[src/rtl/axi_llc_sram_arb.sv]
// Round-robin arbiter sharing one LLC SRAM port between NumReq requesters, with a
// latency-matched read response router and an idle-time ECC scrub trigger.
module axi_llc_sram_arb #(
   parameter int unsigned NumReq        = 4,
   parameter int unsigned NumWords      = 1024,
   parameter int unsigned DataWidth     = 128,
   parameter int unsigned ByteWidth     = 8,
   parameter int unsigned RespLatency   = 1,
   parameter int unsigned NumScrubLanes = 1,
   parameter int unsigned ScrubInterval = 256,
   localparam int unsigned AddrWidth    = (NumWords > 1) ? $clog2(NumWords) : 1,
   localparam int unsigned BeWidth      = (DataWidth + ByteWidth - 1) / ByteWidth,
   localparam int unsigned IdxWidth     = $clog2(NumReq)
) (
   input  logic                                clk_i,
   input  logic                                rst_ni,
   input  logic [NumReq-1:0]                   req_i,
   input  logic [NumReq-1:0]                   we_i,
   input  logic [NumReq-1:0][AddrWidth-1:0]    addr_i,
   input  logic [NumReq-1:0][DataWidth-1:0]    wdata_i,
   input  logic [NumReq-1:0][BeWidth-1:0]      be_i,
   output logic [NumReq-1:0]                   gnt_o,
   output logic [NumReq-1:0]                   rvalid_o,
   output logic [DataWidth-1:0]                rdata_o,
   output logic                                sram_req_o,
   output logic                                sram_we_o,
   output logic [AddrWidth-1:0]                sram_addr_o,
   output logic [DataWidth-1:0]                sram_wdata_o,
   output logic [BeWidth-1:0]                  sram_be_o,
   input  logic                                sram_gnt_i,
   input  logic [DataWidth-1:0]                sram_rdata_i,
   output logic [NumScrubLanes-1:0]            scrub_trigger_o
);

   logic [IdxWidth-1:0] rr_ptr, rr_ptr_next, winner, cand;
   logic                found;
   logic                handshake;

   logic [RespLatency-1:0]               pipe_valid;
   logic [RespLatency-1:0][IdxWidth-1:0] pipe_idx;

   // First asserted request at or after rr_ptr, wrapping.
   always_comb begin
      winner = rr_ptr;
      found  = 1'b0;
      cand   = '0;
      for (int unsigned i = 0; i < NumReq; i++) begin
         cand = IdxWidth'((32'(rr_ptr) + i) % NumReq);
         if (!found && req_i[cand]) begin
            winner = cand;
            found  = 1'b1;
         end
      end
   end

   assign sram_req_o = |req_i;
   assign handshake  = sram_req_o & sram_gnt_i;

   always_comb begin
      sram_we_o    = 1'b0;
      sram_addr_o  = '0;
      sram_wdata_o = '0;
      sram_be_o    = '0;
      gnt_o        = '0;
      if (sram_req_o) begin
         sram_we_o    = we_i[winner];
         sram_addr_o  = addr_i[winner];
         sram_wdata_o = wdata_i[winner];
         sram_be_o    = be_i[winner];
         gnt_o[winner] = sram_gnt_i & rst_ni;
      end
   end

   always_comb begin
      rr_ptr_next = rr_ptr;
      if (handshake) begin
         rr_ptr_next = (winner == IdxWidth'(NumReq - 1)) ? '0 : winner + 1'b1;
      end
   end

   always_ff @(posedge clk_i or negedge rst_ni) begin
      if (!rst_ni) begin
         rr_ptr     <= '0;
         pipe_valid <= '0;
         pipe_idx   <= '0;
      end else begin
         rr_ptr        <= rr_ptr_next;
         pipe_valid[0] <= handshake & ~sram_we_o;
         pipe_idx[0]   <= winner;
         for (int unsigned i = 1; i < RespLatency; i++) begin
            pipe_valid[i] <= pipe_valid[i-1];
            pipe_idx[i]   <= pipe_idx[i-1];
         end
      end
   end

   // Tail of the pipeline lines up with the macro's read data.
   always_comb begin
      rvalid_o = '0;
      rdata_o  = '0;
      if (pipe_valid[RespLatency-1]) begin
         rvalid_o[pipe_idx[RespLatency-1]] = 1'b1;
         rdata_o = sram_rdata_i;
      end
   end

   if (ScrubInterval == 0) begin : g_no_scrub
      assign scrub_trigger_o = '0;
   end else begin : g_scrub
      localparam int unsigned CntWidth = (ScrubInterval > 1) ? $clog2(ScrubInterval) : 1;
      localparam logic [CntWidth-1:0] CntMax = CntWidth'(ScrubInterval - 1);

      logic [CntWidth-1:0] scrub_cnt;
      logic                scrub_fire, scrub_pulse;

      // A saturated counter waits for an idle, ready macro before firing.
      assign scrub_fire = (scrub_cnt == CntMax) & ~sram_req_o & sram_gnt_i;

      always_ff @(posedge clk_i or negedge rst_ni) begin
         if (!rst_ni) begin
            scrub_cnt   <= '0;
            scrub_pulse <= 1'b0;
         end else begin
            scrub_pulse <= scrub_fire;
            if (scrub_fire) begin
               scrub_cnt <= '0;
            end else if (scrub_cnt != CntMax) begin
               scrub_cnt <= scrub_cnt + 1'b1;
            end
         end
      end

      assign scrub_trigger_o = {NumScrubLanes{scrub_pulse}};
   end

endmodule

[config.mk]
export PLATFORM = sky130hd
export DESIGN_NAME = axi_llc_sram_arb
export DESIGN_NICKNAME = d
export VERILOG_FILES = /design/src/rtl/axi_llc_sram_arb.sv
export SDC_FILE = /design/constraint.sdc
export NUM_CORES = 1
export LEC_CHECK = 0
export ABC_AREA = 1
export CAP_MARGIN = 0
export CORE_AREA = 2 2 404 406
export DETAILED_ROUTE_END_ITERATION = 8
export DIE_AREA = 0 0 406 408
export GPL_ROUTABILITY_DRIVEN = 0
export GPL_TIMING_DRIVEN = 1
export PLACE_DENSITY_LB_ADDON = 0.08
export SYNTH_ARGS = -nofsm -noshare
export SYNTH_HDL_FRONTEND = slang
export SYNTH_SLANG_ARGS = --single-unit
[constraint.sdc]
create_clock -name clk_i -period 2.35 [get_ports clk_i]
set_input_delay 0.47 -clock clk_i [delete_from_list [all_inputs] [get_ports clk_i]]
set_output_delay 0.47 -clock clk_i [all_outputs]
set_load 0.05 [all_outputs]
=== Yosys cells after proc, flatten, opt, wreduce, memory -nomap -nowiden ===
Index checks and enable logic that the tools add are counted.
W data, S select, Z words.

* Add/subtract/negate cells: 5
* Order comparisons: 8
* Equality and inequality tests: 3
* Mux-type cells: 36
* Bitwise operators: 8
* Reduce and logical (&&, ||, !) cells: 10

{| class="wikitable"
|+ Operators by type and width
! kind !! number
|-
| $mux W128 || 3
|-
| $bmux W128 S2 || 1
|-
| $bmux W16 S2 || 1
|-
| $mux W16 || 2
|-
| $bmux W10 S2 || 1
|-
| $mux W10 || 2
|-
| $lt A2 B3 Y1 const B || 6
|-
| $mux W8 || 2
|-
| $mux W1 || 11
|-
| $bmux W1 S2 || 5
|-
| $add A8 B1 Y8 const B || 1
|-
| $eq A8 B8 Y1 const B || 1
|-
| $mux W2 || 4
|-
| $mux W4 || 2
|-
| $ne A8 B8 Y1 const B || 1
|-
| $and A1 B1 Y1 || 5
|-
| $logic_and A1 B1 Y1 || 5
|-
| $add A2 B1 Y2 const B || 2
|-
| $add A2 B2 Y2 const B || 2
|-
| $and A4 B4 Y4 || 1
|-
| $demux W1 S2 || 2
|-
| $ge A2 B1 Y1 const B || 2
|-
| $reduce_or A4 Y1 || 1
|-
| $logic_not A1 Y1 || 3
|-
| other kinds (3) || 4
|}

* Flip-flop bits (word level): 14
* Input port bits: 755
* Output and inout bits: 293
* Word-level logic and storage cells: 75

=== Depth between registers and ports, before layout ===
* Depth in word-level cells: 18
* Depth in mapped cells: 17
* Mapped depth without buffers: 15

=== Worst setup path before layout ===
Ideal clock, no wire load.

* Kind: flip-flop to output port
* Start point: register rr_ptr[0]
* End point: output gnt_o[2]
* Data arrival time: 2.410 ns
* Data required time: 1.880 ns
* Setup slack: -0.530 ns
* Stages on the path, launching flop included: 16
* Path buffers: 3
* Path through: dfrtp_1 -> buf_6 -> nand2_1 -> nand3_1 -> nand2_1 -> nand3_2 -> nand3_1 -> nand2_1 -> nand2_1 -> nand2_2 -> buf_6 -> inv_4 -> buf_2 -> ha_1 -> nand2_1 -> nor2_1

* Cells in the longest elaborated chain, start to end: 18
* Elaborated cells on any way between the ends: 30
* Those cells by class: add/sub (3); order compare (2); mux (17); bitwise (1); reduce/logical (7)

{| class="wikitable"
|+ Ends and longest elaborated chain
! element !! line !! source
|-
| from (decl) || 35 || <nowiki>logic [IdxWidth-1:0] rr_ptr, rr_ptr_next, winner, cand;</nowiki>
|-
| from (signal assigned) || 87 || <nowiki>rr_ptr <= rr_ptr_next;</nowiki>
|-
| parallel branches: the longest is 11 deep, another holds $add A2 B1 Y2 || n/a ||
|-
| $mux W2 (*) || 49 || <nowiki>if (!found && req_i[cand]) begin</nowiki>
|-
| via winner[1] || 35 ||
|-
| $lt A2 B3 Y1 (implied by the code) or $ge A2 B1 Y1 (tied branches) || 70 || <nowiki>gnt_o[winner] = sram_gnt_i & rst_ni;</nowiki>
|-
| $logic_and A1 B1 Y1 (implied by the code) || 70 ||
|-
| $mux W1 (implied by the code) || 70 ||
|-
| $demux W1 S2 (*) || 70 ||
|-
| $and A4 B4 Y4 (no source line) (*) || n/a ||
|-
| $mux W4 (*) || 65 || <nowiki>if (sram_req_o) begin</nowiki>
|-
| to (decl) || 22 || <nowiki>output logic [NumReq-1:0] gnt_o,</nowiki>
|}

Mark *: on every way through the listed nets, which the timed path passes. The select of a mux whose other input is x is not followed.

=== Worst setup path in the final report ===
* Start point: register rr_ptr[0]
* End point: output sram_addr_o[2]

* Cells in the longest elaborated chain, start to end: 15
* Elaborated cells on any way between the ends: 26
* Those cells by class: add/sub (3); mux (17); reduce/logical (6)

{| class="wikitable"
|+ Ends and longest elaborated chain
! element !! line !! source
|-
| parallel branches: the longest is 11 deep, another holds $add A2 B1 Y2 || n/a ||
|-
| $mux W2 (*) || 49 ||
|-
| $bmux W10 S2 (*) || 67 || <nowiki>sram_addr_o = addr_i[winner];</nowiki>
|-
| $mux W10 (implied by the code) (*) || 67 ||
|-
| $mux W10 (*) || 65 ||
|-
| to (decl) || 27 || <nowiki>output logic [AddrWidth-1:0] sram_addr_o,</nowiki>
|}

Every way passes the cells marked *. The select of a mux whose other input is x is not followed.

==> impl_metrics.tcl <==
set metrics [dict create \
    synth_top_family_by_area "simple AND/OR/NAND/NOR gates" \
    dp_hpwl_mm 88.8 \
    violations "negative setup slack" \
    grt_use_met1_pct 13.4 \
    status "finished, violations left" \
    grt_pass1_vias 17000 \
    cts-root-buf "clkbuf_16" \
    wl_per_cell_um 20.6 \
    synthSimpleGateAreaFrac_pct 67.1 \
    clock_sinks 14 \
    r2r_start "rr_ptr[0]" \
    fin_crit_sh_pct 139 \
    drv_cap 0 \
    io_buffers 1047 \
    critPathLaunch "rr_ptr[0]" \
    yosysTopAreaCellShare_pct 50.7 \
    wl_mm 109 \
    drtAntennaViolNets 0 \
    nFillCells 18400 \
    path_cells "buf_6, nand2_1, nand2_1, nand2_1, nand2_1, nand2_2, inv_2, nand2_4, nand2_4, nand2_8, buf_12, buf_12, buf_16, buf_12, buf_16, nand2_1, nand2_1, o21ai_2, nor2_4, buf_12" \
    crit_fanout 11 \
    path_clk_slew_ns 0.05 \
    drcViolationCount 0 \
    syn_to_final_growth_pct 252 \
    setup_violations 162 \
    endpoint "sram_addr_o[2]" \
    cp_slowest_cell "dfrtp_2" \
    worst_slack_ns -0.913 \
    syn_inst 1933 \
    synth_area_per_cell_um2 4.28 \
    synth_top_cell_by_area "nand2_1" \
    cp.required_ns 1.88 \
    grt_max_degree 47 \
    synthAdderAreaFrac_pct 0.756 \
    synth_cell_types 28 \
    synth_xor_area_share_pct 0.424 \
    synth_nets 2693 \
    drive_gt1_share_pct 34.5 \
    dieArea_um2 166000 \
    insertion_delay_ns 0.24 \
    viasPerCell 3.05 \
    die_h_um 408 \
    fin_nets 3845 \
    grt.busiest_layer "met2" \
    slowest_delay_ns 0.46 \
    grt_util_met2_pct 24.9 \
    period_needed_ns 3.26 \
    arrival_ns 2.79 \
    critPathCaptureType "output pin" \
    cts_tree "built" \
    cts_max_level 1 \
    yosysWarningCount 0 \
    cts_buffer_depth 2 \
    track_usage_pct 12.6 \
    syn_area_um2 8270 \
    worst_slew_pin_slew_ns 0.420 \
    via_count 16100 \
    first_pass_iters 5 \
    io_pins 1048 \
    overflow 0 \
    final_common_cell "nand2_1" \
    dr.first_iter.drc_count 468 \
    cts_buffers 3 \
    met3_usage_pct 2.61 \
    reg2reg_depth 15 \
    start_util_pct 5.12 \
    cpMostUsedCell "nand2_1" \
    path_class "flop to output pin" \
    clock.fmax_ghz 0.306 \
    grt_pass1_wl_mm 144 \
    holdCritPathClass "flop to flop" \
    rrSetupSlack_ns -0.06 \
    core-area_um2 162000 \
    rsz0062_at_grt "true" \
    ys_seq_area_share_pct 4.24 \
    synth.area.top_cells "nand2_1 (51%), nor2_1 (14%), o21ai_1 (8.8%)" \
    finClkSkew_ns 0.00172 \
    start_kind "flop" \
    die_w_um 406 \
    row_count 148 \
    synth_compound_area_share_pct 10.0 \
    slew_violations 0 \
    fin_hold_ws_ns 0.508 \
    synth-seq-cells 14 \
    r2r_end "rr_ptr[1]" \
    slew-limit-headroom_pct 72.0 \
    antenna_found_initial 38 \
    synthMuxAreaShare_pct 0 \
    final-hold-violation-count 0 \
    final_cell_mix "nand2_1 (1019), clkdlybuf4s50_1 (750), buf_12 (227), nor2_4 (181), inv_1 (141)" \
]
-- critical path, delay by kind of cell, from the launching register on --
family / cells / cell delay [ns]
DFF: 1 / 0.46
AOI/OAI and AO/OA: 1 / 0.17
and+or+nand+nor: 11 / 0.77
buffers and inverters: 8 / 1.11
-- registers in the layout (all words and copies together), names as in the netlist --
| name | flops |
|---|---|
| rr_ptr | 2 |
| scrub_trigger_o | 1 |
| pipe_valid | 1 |
| pipe_idx | 2 |
| g_scrub.scrub_cnt | 8 |
-- per-layer routing --
metal / up-vias / share of wire, %
met5: - / 0.067
met1: 7423 / 37
met3: 76 / 5.5
li1: 8117 / -
met4: 12 / 1.8
met2: 491 / 56
-- area by class of cell --
cell class                      count  area (µm²)  share of cell area, %
Timing Repair inverter              4        83.8                  0.288
Inverter                          148         594                   2.04
Timing Repair Buffer             1278       16100                   55.3
Tap cell                         2175        2720                   9.36
Antenna cell                       21        52.6                  0.181
Sequential cell                    14         355                   1.22
Multi-Input combinational cell   1636        9110                   31.3
Clock buffer                        4        88.8                  0.306
-- cell usage after synthesis --
cell type and n:
buf_8 4, clkbuf_1 32, nor4_1 1, nand2_4 1
nand4_1 2, buf_4 27, ha_1 5, nand3_2 1
a21oi_1 3, dfrtp_1 14, inv_2 3, a21boi_0 1
inv_4 2, nand2_2 5, o21ai_0 16, nand3_1 9
clkbuf_2 12, nand2_1 1118, nor2_2 1, o21ai_1 145
nor3_1 6, nor2_1 316, buf_1 2, nand3b_1 2
inv_1 143, xor2_1 4, buf_6 23, buf_2 35
-- worst min-delay path by stage --
| stage | start | end | slack (ns) | depth (start not counted) |
|---|---|---|---|---|
| 6_report | g_scrub.scrub_cnt[0] | g_scrub.scrub_cnt[0] | 0.51 | 1 |
| 5_1_grt | g_scrub.scrub_cnt[0] | g_scrub.scrub_cnt[0] | 0.55 | 1 |
| 4_1_cts | g_scrub.scrub_cnt[0] | g_scrub.scrub_cnt[0] | 0.51 | 1 |
| 3_5_place_dp | g_scrub.scrub_cnt[0] | g_scrub.scrub_cnt[0] | 0.50 | 1 |
| 3_3_place_gp | g_scrub.scrub_cnt[0] | g_scrub.scrub_cnt[0] | 0.51 | 1 |
| 2_1_floorplan | rst_ni | g_scrub.scrub_cnt[0] | 0.17 | 0 |
-- per-stage QoR --
stage | area [µm²] | setup WS, ns | std cells | util, % | TNS (ns)
final | 29100 | -0.913 | 5280 | 18.0 | -128.84
after global routing | 29100 | -1.08 | 5279 | 18.0 | -153.22
after CTS | 28600 | -0.922 | 5251 | 17.7 | -132.88
after detailed placement | 25000 | -1.16 | 5173 | 15.4 | -165.58
after global placement | 25000 | -1.24 | 5173 | 15.4 | -174.18
after floorplan | 9550 | -0.191 | 1933 | - | -8.95
-- cell families (layout without fill, tap and decap cells) --
| family | Yosys count | after routing |
|---|---|---|
| other | 0 | 21 |
| AOI/OAI and AO/OA | 165 | 165 |
| buffers and inverters | 283 | 1434 |
| adders and majority gates | 5 | 5 |
| and+or+nand+nor | 1462 | 1462 |
| DFF | 14 | 14 |
| xor gates and xnor gates | 4 | 4 |
-- timing repair --
| action | CTS | global route |
|---|---|---|
| gates resized for setup | 596 | 99 |
| gates cloned | 38 | 2 |
| pin swaps | 79 | 15 |
| hold buffers | 0 | 0 |
| setup endpoints to repair | 163 | 163 |
| setup buffers | 40 | 6 |
Power is not shown: default switching activity piles up to over one toggle a cycle in this logic, so the estimate is an artifact.
